--- src/rtl/conv_result_buffer_pkg.sv ---
// Shared constants and the hex-to-7-segment table for the convolution result buffer.
package conv_pkg;

    localparam logic [1:0] C11 = 2'd0;
    localparam logic [1:0] C12 = 2'd1;
    localparam logic [1:0] C21 = 2'd2;
    localparam logic [1:0] C22 = 2'd3;

    localparam logic [6:0] SEG_BLANK = 7'b1111111;
    localparam logic [6:0] SEG_ZERO  = 7'b1000000;

    // Active-low segments ordered {g,f,e,d,c,b,a}.
    function automatic logic [6:0] hex2seg(input logic [3:0] nibble);
        logic [6:0] seg;
        case (nibble)
            4'h0:    seg = 7'b1000000;
            4'h1:    seg = 7'b1111001;
            4'h2:    seg = 7'b0100100;
            4'h3:    seg = 7'b0110000;
            4'h4:    seg = 7'b0011001;
            4'h5:    seg = 7'b0010010;
            4'h6:    seg = 7'b0000010;
            4'h7:    seg = 7'b1111000;
            4'h8:    seg = 7'b0000000;
            4'h9:    seg = 7'b0010000;
            4'hA:    seg = 7'b0001000;
            4'hB:    seg = 7'b0000011;
            4'hC:    seg = 7'b1000110;
            4'hD:    seg = 7'b0100001;
            4'hE:    seg = 7'b0000110;
            default: seg = 7'b0001110;
        endcase
        return seg;
    endfunction

endpackage

--- src/rtl/conv_result_buffer_if.sv ---
// Write/read/display bundle of the result buffer; master drives strobes, slave is the buffer.
interface conv_result_buffer_if #(
    parameter int unsigned DATA_W = 16
) ();

    logic              clr;
    logic [DATA_W-1:0] acc_in;
    logic              we_c11;
    logic              we_c12;
    logic              we_c21;
    logic              we_c22;
    logic [1:0]        read_addr;
    logic [DATA_W-1:0] read_data;
    logic [3:0]        entry_valid;
    logic              all_valid;
    logic              wr_conflict;
    logic [6:0]        seg;
    logic [3:0]        an;
    logic              dp;

    modport master (
        output clr, acc_in, we_c11, we_c12, we_c21, we_c22, read_addr,
        input  read_data, entry_valid, all_valid, wr_conflict, seg, an, dp
    );

    modport slave (
        input  clr, acc_in, we_c11, we_c12, we_c21, we_c22, read_addr,
        output read_data, entry_valid, all_valid, wr_conflict, seg, an, dp
    );

endinterface

--- src/rtl/conv_result_buffer_seg7_hex_decode.sv ---
// Combinational nibble to active-low 7-segment decoder.
module seg7_hex_decode
    import conv_pkg::*;
(
    input  logic [3:0] i_nibble,
    output logic [6:0] o_seg
);

    assign o_seg = hex2seg(i_nibble);

endmodule

--- src/rtl/conv_result_buffer.sv ---
// Four-entry MAC result store with registered read and a multiplexed 4-digit hex display.
// Build option: BLANK_INVALID_EN blanks the display while the selected entry is unwritten.
module conv_result_buffer
    import conv_pkg::*;
#(
    parameter int unsigned DATA_W    = 16,
    parameter int unsigned SCAN_BITS = 16
) (
    input logic                 clk,
    input logic                 rst,
    conv_result_buffer_if.slave bus
);

    logic [DATA_W-1:0]    r_entry [4];
    logic [3:0]           r_valid;
    logic                 r_conflict;
    logic [DATA_W-1:0]    r_read_data;
    logic [15:0]          r_disp_word;
    logic [SCAN_BITS-1:0] r_scan_cnt;
    logic [6:0]           r_seg;
    logic [3:0]           r_an;
    logic                 r_dp;

    logic [3:0]  w_we;
    logic        w_multi;
    logic [15:0] w_rd_ext;
    logic [1:0]  w_digit;
    logic [3:0]  w_nibble;
    logic [6:0]  w_seg_hex;
    logic        w_blank;

    assign w_we[C11] = bus.we_c11;
    assign w_we[C12] = bus.we_c12;
    assign w_we[C21] = bus.we_c21;
    assign w_we[C22] = bus.we_c22;
    // Clearing the lowest set bit leaves something only when two or more strobes are high.
    assign w_multi   = (w_we & (w_we - 4'd1)) != 4'd0;

    always_ff @(posedge clk or posedge rst) begin
        if (rst) begin
            for (int i = 0; i < 4; i++) r_entry[i] <= '0;
            r_valid    <= '0;
            r_conflict <= 1'b0;
        end else if (bus.clr) begin
            for (int i = 0; i < 4; i++) r_entry[i] <= '0;
            r_valid    <= '0;
            r_conflict <= 1'b0;
        end else if (w_multi) begin
            r_conflict <= 1'b1;
        end else begin
            for (int i = 0; i < 4; i++) begin
                if (w_we[i]) begin
                    r_entry[i] <= bus.acc_in;
                    r_valid[i] <= 1'b1;
                end
            end
        end
    end

    assign w_rd_ext = 16'(r_read_data);
    assign w_digit  = r_scan_cnt[SCAN_BITS-1 -: 2];
    assign w_nibble = r_disp_word[{w_digit, 2'b00} +: 4];

    seg7_hex_decode u_seg7_hex_decode (
        .i_nibble (w_nibble),
        .o_seg    (w_seg_hex)
    );

`ifdef BLANK_INVALID_EN
    logic r_rd_valid;
    logic r_disp_valid;

    // Valid bit travels with the data so blanking lines up with the shown word.
    always_ff @(posedge clk or posedge rst) begin
        if (rst) begin
            r_rd_valid   <= 1'b0;
            r_disp_valid <= 1'b0;
        end else begin
            r_rd_valid   <= r_valid[bus.read_addr];
            r_disp_valid <= r_rd_valid;
        end
    end

    assign w_blank = ~r_disp_valid;
`else
    assign w_blank = 1'b0;
`endif

    always_ff @(posedge clk or posedge rst) begin
        if (rst) begin
            r_read_data <= '0;
            r_disp_word <= '0;
            r_scan_cnt  <= '0;
            r_seg       <= SEG_ZERO;
            r_an        <= 4'b1110;
            r_dp        <= 1'b1;
        end else begin
            r_read_data <= r_entry[bus.read_addr];
            r_disp_word <= w_rd_ext;
            r_scan_cnt  <= r_scan_cnt + {{(SCAN_BITS-1){1'b0}}, 1'b1};
            r_seg       <= w_blank ? SEG_BLANK : w_seg_hex;
            r_an        <= ~(4'b0001 << w_digit);
            r_dp        <= (w_digit != bus.read_addr);
        end
    end

    assign bus.read_data   = r_read_data;
    assign bus.entry_valid = r_valid;
    assign bus.all_valid   = &r_valid;
    assign bus.wr_conflict = r_conflict;
    assign bus.seg         = r_seg;
    assign bus.an          = r_an;
    assign bus.dp          = r_dp;

endmodule

--- src/flat_wrapper.sv ---
// flat-port wrapper written by rule: the top's interface ports become plain ports
module conv_result_buffer_flat import conv_pkg::*;
#(
    parameter int unsigned DATA_W    = 16,
    parameter int unsigned SCAN_BITS = 16
)
  (clk, rst, bus_clr, bus_acc_in, bus_we_c11, bus_we_c12, bus_we_c21, bus_we_c22, bus_read_addr, bus_read_data, bus_entry_valid, bus_all_valid, bus_wr_conflict, bus_seg, bus_an, bus_dp);
  conv_result_buffer_if #(.DATA_W(DATA_W)) bus_i ();
  input logic clk;
  input logic rst;
  input wire logic [$bits(bus_i.clr)-1:0] bus_clr;
  input wire logic [$bits(bus_i.acc_in)-1:0] bus_acc_in;
  input wire logic [$bits(bus_i.we_c11)-1:0] bus_we_c11;
  input wire logic [$bits(bus_i.we_c12)-1:0] bus_we_c12;
  input wire logic [$bits(bus_i.we_c21)-1:0] bus_we_c21;
  input wire logic [$bits(bus_i.we_c22)-1:0] bus_we_c22;
  input wire logic [$bits(bus_i.read_addr)-1:0] bus_read_addr;
  output wire logic [$bits(bus_i.read_data)-1:0] bus_read_data;
  output wire logic [$bits(bus_i.entry_valid)-1:0] bus_entry_valid;
  output wire logic [$bits(bus_i.all_valid)-1:0] bus_all_valid;
  output wire logic [$bits(bus_i.wr_conflict)-1:0] bus_wr_conflict;
  output wire logic [$bits(bus_i.seg)-1:0] bus_seg;
  output wire logic [$bits(bus_i.an)-1:0] bus_an;
  output wire logic [$bits(bus_i.dp)-1:0] bus_dp;
  assign bus_i.clr = bus_clr;
  assign bus_i.acc_in = bus_acc_in;
  assign bus_i.we_c11 = bus_we_c11;
  assign bus_i.we_c12 = bus_we_c12;
  assign bus_i.we_c21 = bus_we_c21;
  assign bus_i.we_c22 = bus_we_c22;
  assign bus_i.read_addr = bus_read_addr;
  assign bus_read_data = bus_i.read_data;
  assign bus_entry_valid = bus_i.entry_valid;
  assign bus_all_valid = bus_i.all_valid;
  assign bus_wr_conflict = bus_i.wr_conflict;
  assign bus_seg = bus_i.seg;
  assign bus_an = bus_i.an;
  assign bus_dp = bus_i.dp;
  conv_result_buffer #(.DATA_W(DATA_W), .SCAN_BITS(SCAN_BITS)) u_core (.clk(clk), .rst(rst), .bus(bus_i));
endmodule
--- config.mk ---
export PLATFORM = sky130hd
export DESIGN_NAME = conv_result_buffer_flat
export DESIGN_NICKNAME = d
export VERILOG_FILES = /design/src/rtl/conv_result_buffer_pkg.sv /design/src/rtl/conv_result_buffer_if.sv /design/src/rtl/conv_result_buffer_seg7_hex_decode.sv /design/src/rtl/conv_result_buffer.sv /design/src/flat_wrapper.sv
export SDC_FILE = /design/constraint.sdc
export NUM_CORES = 1
export LEC_CHECK = 0
export BUFFER_PORTS_ARGS = -buffer_cell sky130_fd_sc_hd__buf_2
export CAP_MARGIN = 10
export CORE_MARGIN = 2
export CORE_UTILIZATION = 50
export CTS_BUF_LIST = sky130_fd_sc_hd__clkbuf_8
export CTS_CLUSTER_DIAMETER = 60
export DETAILED_ROUTE_END_ITERATION = 12
export PLACE_DENSITY = 0.7
export SYNTH_ARGS = -nofsm -noshare
export SYNTH_HDL_FRONTEND = slang
export SYNTH_SLANG_ARGS = --single-unit
--- constraint.sdc ---
create_clock -name clk -period 5.2 [get_ports clk]
set_input_delay 0.26 -clock clk [delete_from_list [all_inputs] [get_ports clk]]
set_output_delay 0.26 -clock clk [all_outputs]
set_load 0.02 [all_outputs]
Word-level counts from Yosys, hierarchy flattened
Memory sizes are Yosys's and may differ from the RTL's. A register that Yosys moved wholly into a read port is not among the register bits.
Index checks and enable logic that the tools add are counted.

word-level totals
  register bits = 122
  bits in read-only memories = 112
  input bits = 25
  output and inout port bits = 34
  logic and storage cells = 53
  memories kept = 1

operators by class
  add/subtract/negate cells = 2
  order comparisons = 1
  equal/unequal tests = 2
  shifts and indexed selects = 2
  muxes and demuxes = 17
  bitwise operators = 3
  reduce and logical (&&, ||, !) cells = 11

memory list
  memory            words  width  read ports  clocked after Yosys merged registers in  write ports  line                          RTL
  (name not given)  16     7      1           1                                        0            conv_result_buffer_pkg.sv:15  case (nibble)

operators by type and width
  cell                                                                 number
  64-bit two-way mux                                                   2
  16-bit two-way mux                                                   6
  16-bit binary-select mux with 2-bit select                           1
  16-bit by 1-bit adder with 16-bit output (second input constant)     1
  16-bit by 5-bit indexed part select with 4-bit output                1
  2-bit nonzero test                                                   5
  4-bit two-way mux                                                    2
  2-bit AND reduction                                                  4
  1-bit two-way mux                                                    6
  4-bit AND                                                            1
  4-bit inverter                                                       1
  4-bit AND reduction                                                  1
  4-bit nonzero test                                                   1
  1-bit by 2-bit << shifter with 4-bit output (first input constant)   1
  4-bit by 1-bit subtractor with 4-bit output (second input constant)  1
  3-bit >= comparator (second input constant)                          1
  2-bit inverter with 3-bit output                                     1
  2-bit != test                                                        1
  2-bit != test (second input constant)                                1

Depth between registers and ports, before layout
  depth in word-level cells = 5
  gate-level depth with buffers = 7
  mapped depth without buffers = 6

Hierarchy
From an unflattened synthesis, not the netlist that was laid out.

second synthesis, totals
  cell total of the unflattened synthesis = 408
  area total of the unflattened synthesis = 5,464.0 sq um

by module, submodules not included
  module              times used  cells an instance  area an instance (sq um)  sequential area each (sq um)
  conv_result_buffer  1           376                5,188.7                   3,234.4
  seg7_hex_decode     1           32                 275.3                     0.0

Worst setup path after synthesis
OpenSTA, ideal clock, no wires.

  kind = reg2reg
  from = register u_core.r_scan_cnt[14]
  to = register u_core.r_seg[3] (netlist: u_core.bus.seg[3])
  setup time = 0.138 ns
  data arrival time = 1.774 ns
  required time = 5.062 ns
  setup slack = 3.287 ns
  cell stages (with the launch flop) = 7
  buffers on the path = 1
  clock period less this slack = 1.913 ns
  cells stage by stage = dfrtp_1 buf_6 mux4_2 inv_1 ha_1 inv_1 mux4_2

between the ends
  cells in the longest elaborated chain, start to end = 1

RTL lines
  item                                                   line                       RTL
  start: declaration                                     conv_result_buffer.sv:19   logic [SCAN_BITS-1:0] r_scan_cnt;
  start signal: assignment                               conv_result_buffer.sv:100  r_scan_cnt <= r_scan_cnt + {{(SCAN_BITS-1){1'b0}}, 1'b1};
  16-bit by 5-bit indexed part select with 4-bit output  conv_result_buffer.sv:62   assign w_nibble = r_disp_word[{w_digit, 2'b00} +: 4];
  end: declaration                                       conv_result_buffer.sv:20   logic [6:0] r_seg;

Every way passes these cells.
A chain may end at the register's enable or synchronous reset.

Worst setup path after layout
Same ends and word-level chain as after synthesis.

==> results_dict.tcl <==
set metrics [dict create \
    finalWorstSetupSlack_ns 2.97 \
    clock-root-buffer "clkbuf_8" \
    final_common_cell "dfrtp_1" \
    hold_class "in2async" \
    multi_input_area_um2 1870 \
    synth_area_um2 5260 \
    max_freq_ghz 0.449 \
    syn_inst 435 \
    wl_per_cell_um 17.2 \
    final_cell_mix "dfrtp_1, nand2_1, buf_2" \
    clkSinkCount 129 \
    pin_count 59 \
    drv_cap 0 \
    cts.clk_slew.worst_paths_ns 0.07 \
    yosysWarnings 0 \
    synth_area_leader_cell "dfrtp_1" \
    min_period_ns 2.23 \
    rsz0062_at_grt "false" \
    synth-seq-cells 129 \
    fin_worst_skew_ns 0.0123 \
    die_h_um 107 \
    grt_max_degree 83 \
    powerDensity_nw_per_um2 333 \
    core_area_um2 10300 \
    drt_iter0_markers 181 \
    finalNetCount 524 \
    seq_area_frac_synth_pct 61.5 \
    synth_nets 467 \
    crit_path_end_kind "register" \
    crit_arrival_ns 2.52 \
    cp-start-kind "register" \
    leakage_nw 2.83 \
    grt_pass1_wl_um 18400 \
    vdd_ir_drop_max_mv 0.230 \
    cts_htree_levels 4 \
    final_max_slew_viol_count 0 \
    nFillCells 884 \
    clock_path_buffers 2 \
    rows 37 \
    synth_cell_types 37 \
    gr-total-overflow 0 \
    antennaDiodeCount 0 \
    initial_core_util_pct 51.2 \
    avgViaCountPerCell 5.45 \
    critPathKind "reg2reg" \
    outcome "complete, no violations" \
    synth.area.top_cells "dfrtp_1, mux4_2, nand2_1" \
    synthArstFlopShare_pct 100 \
    die_w_um 107 \
    syn_avg_cell_area_um2 12.1 \
    grt_pass1_vias 3626 \
    synth_ff_type "dfrtp_1" \
    drc 0 \
    postCtsHoldBufs 0 \
    vias 3489 \
    drt_wl_total_um 11000 \
    gp_congestion 0.826 \
    portBuffers 58 \
    synth_edf_count 0 \
    finalCritPeriodShare_pct 42.9 \
    final-setup-viol-count 0 \
    grt.total_usage_pct 21.3 \
    cp_max_fo 11 \
    hold_viol 0 \
    cp_data_required_time_ns 5.49 \
    area_growth_pct 14.7 \
    layout-drive-gt1-share_pct 25.2 \
    cts_tree "built" \
    seq_area_um2 3230 \
    die_area_um2 11400 \
    dp_slack_ns 3.00 \
    synth_top_area_share_pct 59.0 \
    ctsResizeCount 0 \
    post-cts-setup-buffer-count 0 \
    worstRegToRegCells 5 \
    tightest_slew_ns 1.05 \
    dr.pass1.iters 4 \
    fin_setup_tns_ns 0 \
    relSlewSlack_pct 30.0 \
    hpwl_um 6890 \
    grt_antenna_before_repair 0 \
    numCtsBuffers 17 \
    clk_latency_ns 0.43 \
    ant_nets 0 \
]
worst max-delay path, stage by stage (launching register included):
cell	delay [ns]
dfrtp_1	0.62
mux4_2	0.64
inv_1	0.15
ha_1	0.17
inv_1	0.07
mux4_2	0.44
stage by stage:
step | cell area, um2 | hold slack, ns | utilization, % | total power [mW] | instances
floorplan | 5260 | 0.391 | - | 1.13 | 435
global placement | 5640 | 0.361 | 54.9 | 1.17 | 609
detailed placement | 5640 | 0.354 | 54.9 | 1.18 | 609
CTS | 6030 | 0.0695 | 58.7 | 2.02 | 640
global route | 6030 | 0.0700 | 58.7 | 2.08 | 640
finish | 6030 | 0.0451 | 58.7 | 2.01 | 640
logic make-up after synthesis:
family,count (synthesis),synth area share (%)
multiplexers,25,9.94
AO/OA/AOI/OAI,73,8.28
adder cells (fa/ha/maj),7,1.66
XOR/XNOR,16,2.66
buffers and inverters,33,2.97
flip-flops,129,61.5
AND/OR/NAND/NOR,152,13.0
worst paths after layout:
path                                    startpoint                    end  slack [ns]
setup / recovery             u_core.r_scan_cnt[14]      u_core.bus.seg[3]        2.97
hold / removal                                 rst   u_core.r_scan_cnt[2]        0.05
setup reg to reg             u_core.r_scan_cnt[14]      u_core.bus.seg[3]        2.97
hold reg to reg            u_core.bus.read_data[4]  u_core.r_disp_word[4]        0.37
max in group asynchronous                      rst     u_core.r_entry[37]        3.97
min in group clk                     bus_acc_in[0]      u_core.r_entry[0]        0.09
area by class of cell:
cell class / instances / area share [%]
flip-flops and latches: 129 / 53.6
multi-input cells: 273 / 31.0
repair buffers: 64 / 5.56
clock buffers: 18 / 4.11
well taps: 136 / 2.82
clock inverters: 13 / 2.43
inverters: 7 / 0.477
power breakdown:
group | switching, mW | internal [mW]
combinational | 0.0834 | 0.0393
clock | 0.374 | 0.476
sequential | 0.0100 | 1.02
total | 0.468 | 1.54
Yosys cell counts, drive strengths merged (2+ instances only):
| master | instances |
|---|---|
| nor4b | 4 |
| nand3 | 7 |
| or2 | 2 |
| xor2 | 7 |
| mux4 | 21 |
| and3 | 3 |
| dfrtp | 124 |
| clkbuf | 13 |
| mux2i | 2 |
| nand2 | 103 |
| nor3 | 3 |
| nand2b | 3 |
| o21ai | 2 |
| o22ai | 2 |
| a21oi | 51 |
| xnor2 | 9 |
| mux2 | 2 |
| dfstp | 5 |
| and4 | 2 |
| a22o | 16 |
| ha | 7 |
| nor2b | 2 |
| inv | 7 |
| and2 | 2 |
| nand3b | 3 |
| buf | 13 |
| nor2 | 15 |
registers in the layout, summed over array words and instances, names as in the netlist:
name / count
u_core.bus.an: 4
u_core.bus.dp: 1
u_core.bus.entry_valid: 4
u_core.bus.read_data: 16
u_core.bus.seg: 7
u_core.bus.wr_conflict: 1
u_core.r_disp_word: 16
u_core.r_entry: 64
u_core.r_scan_cnt: 16
layer usage:
metal  up-vias  GRT usage (%)  part of all wire (%)
li1       1604              -                     -
met1      1760           28.7                    44
met2       112           33.7                    50
met3        13           6.44                   5.5
met4         0           6.77                  0.96
met5         -              0                     0
No activity file was read; power rests on OpenSTA's default activity.
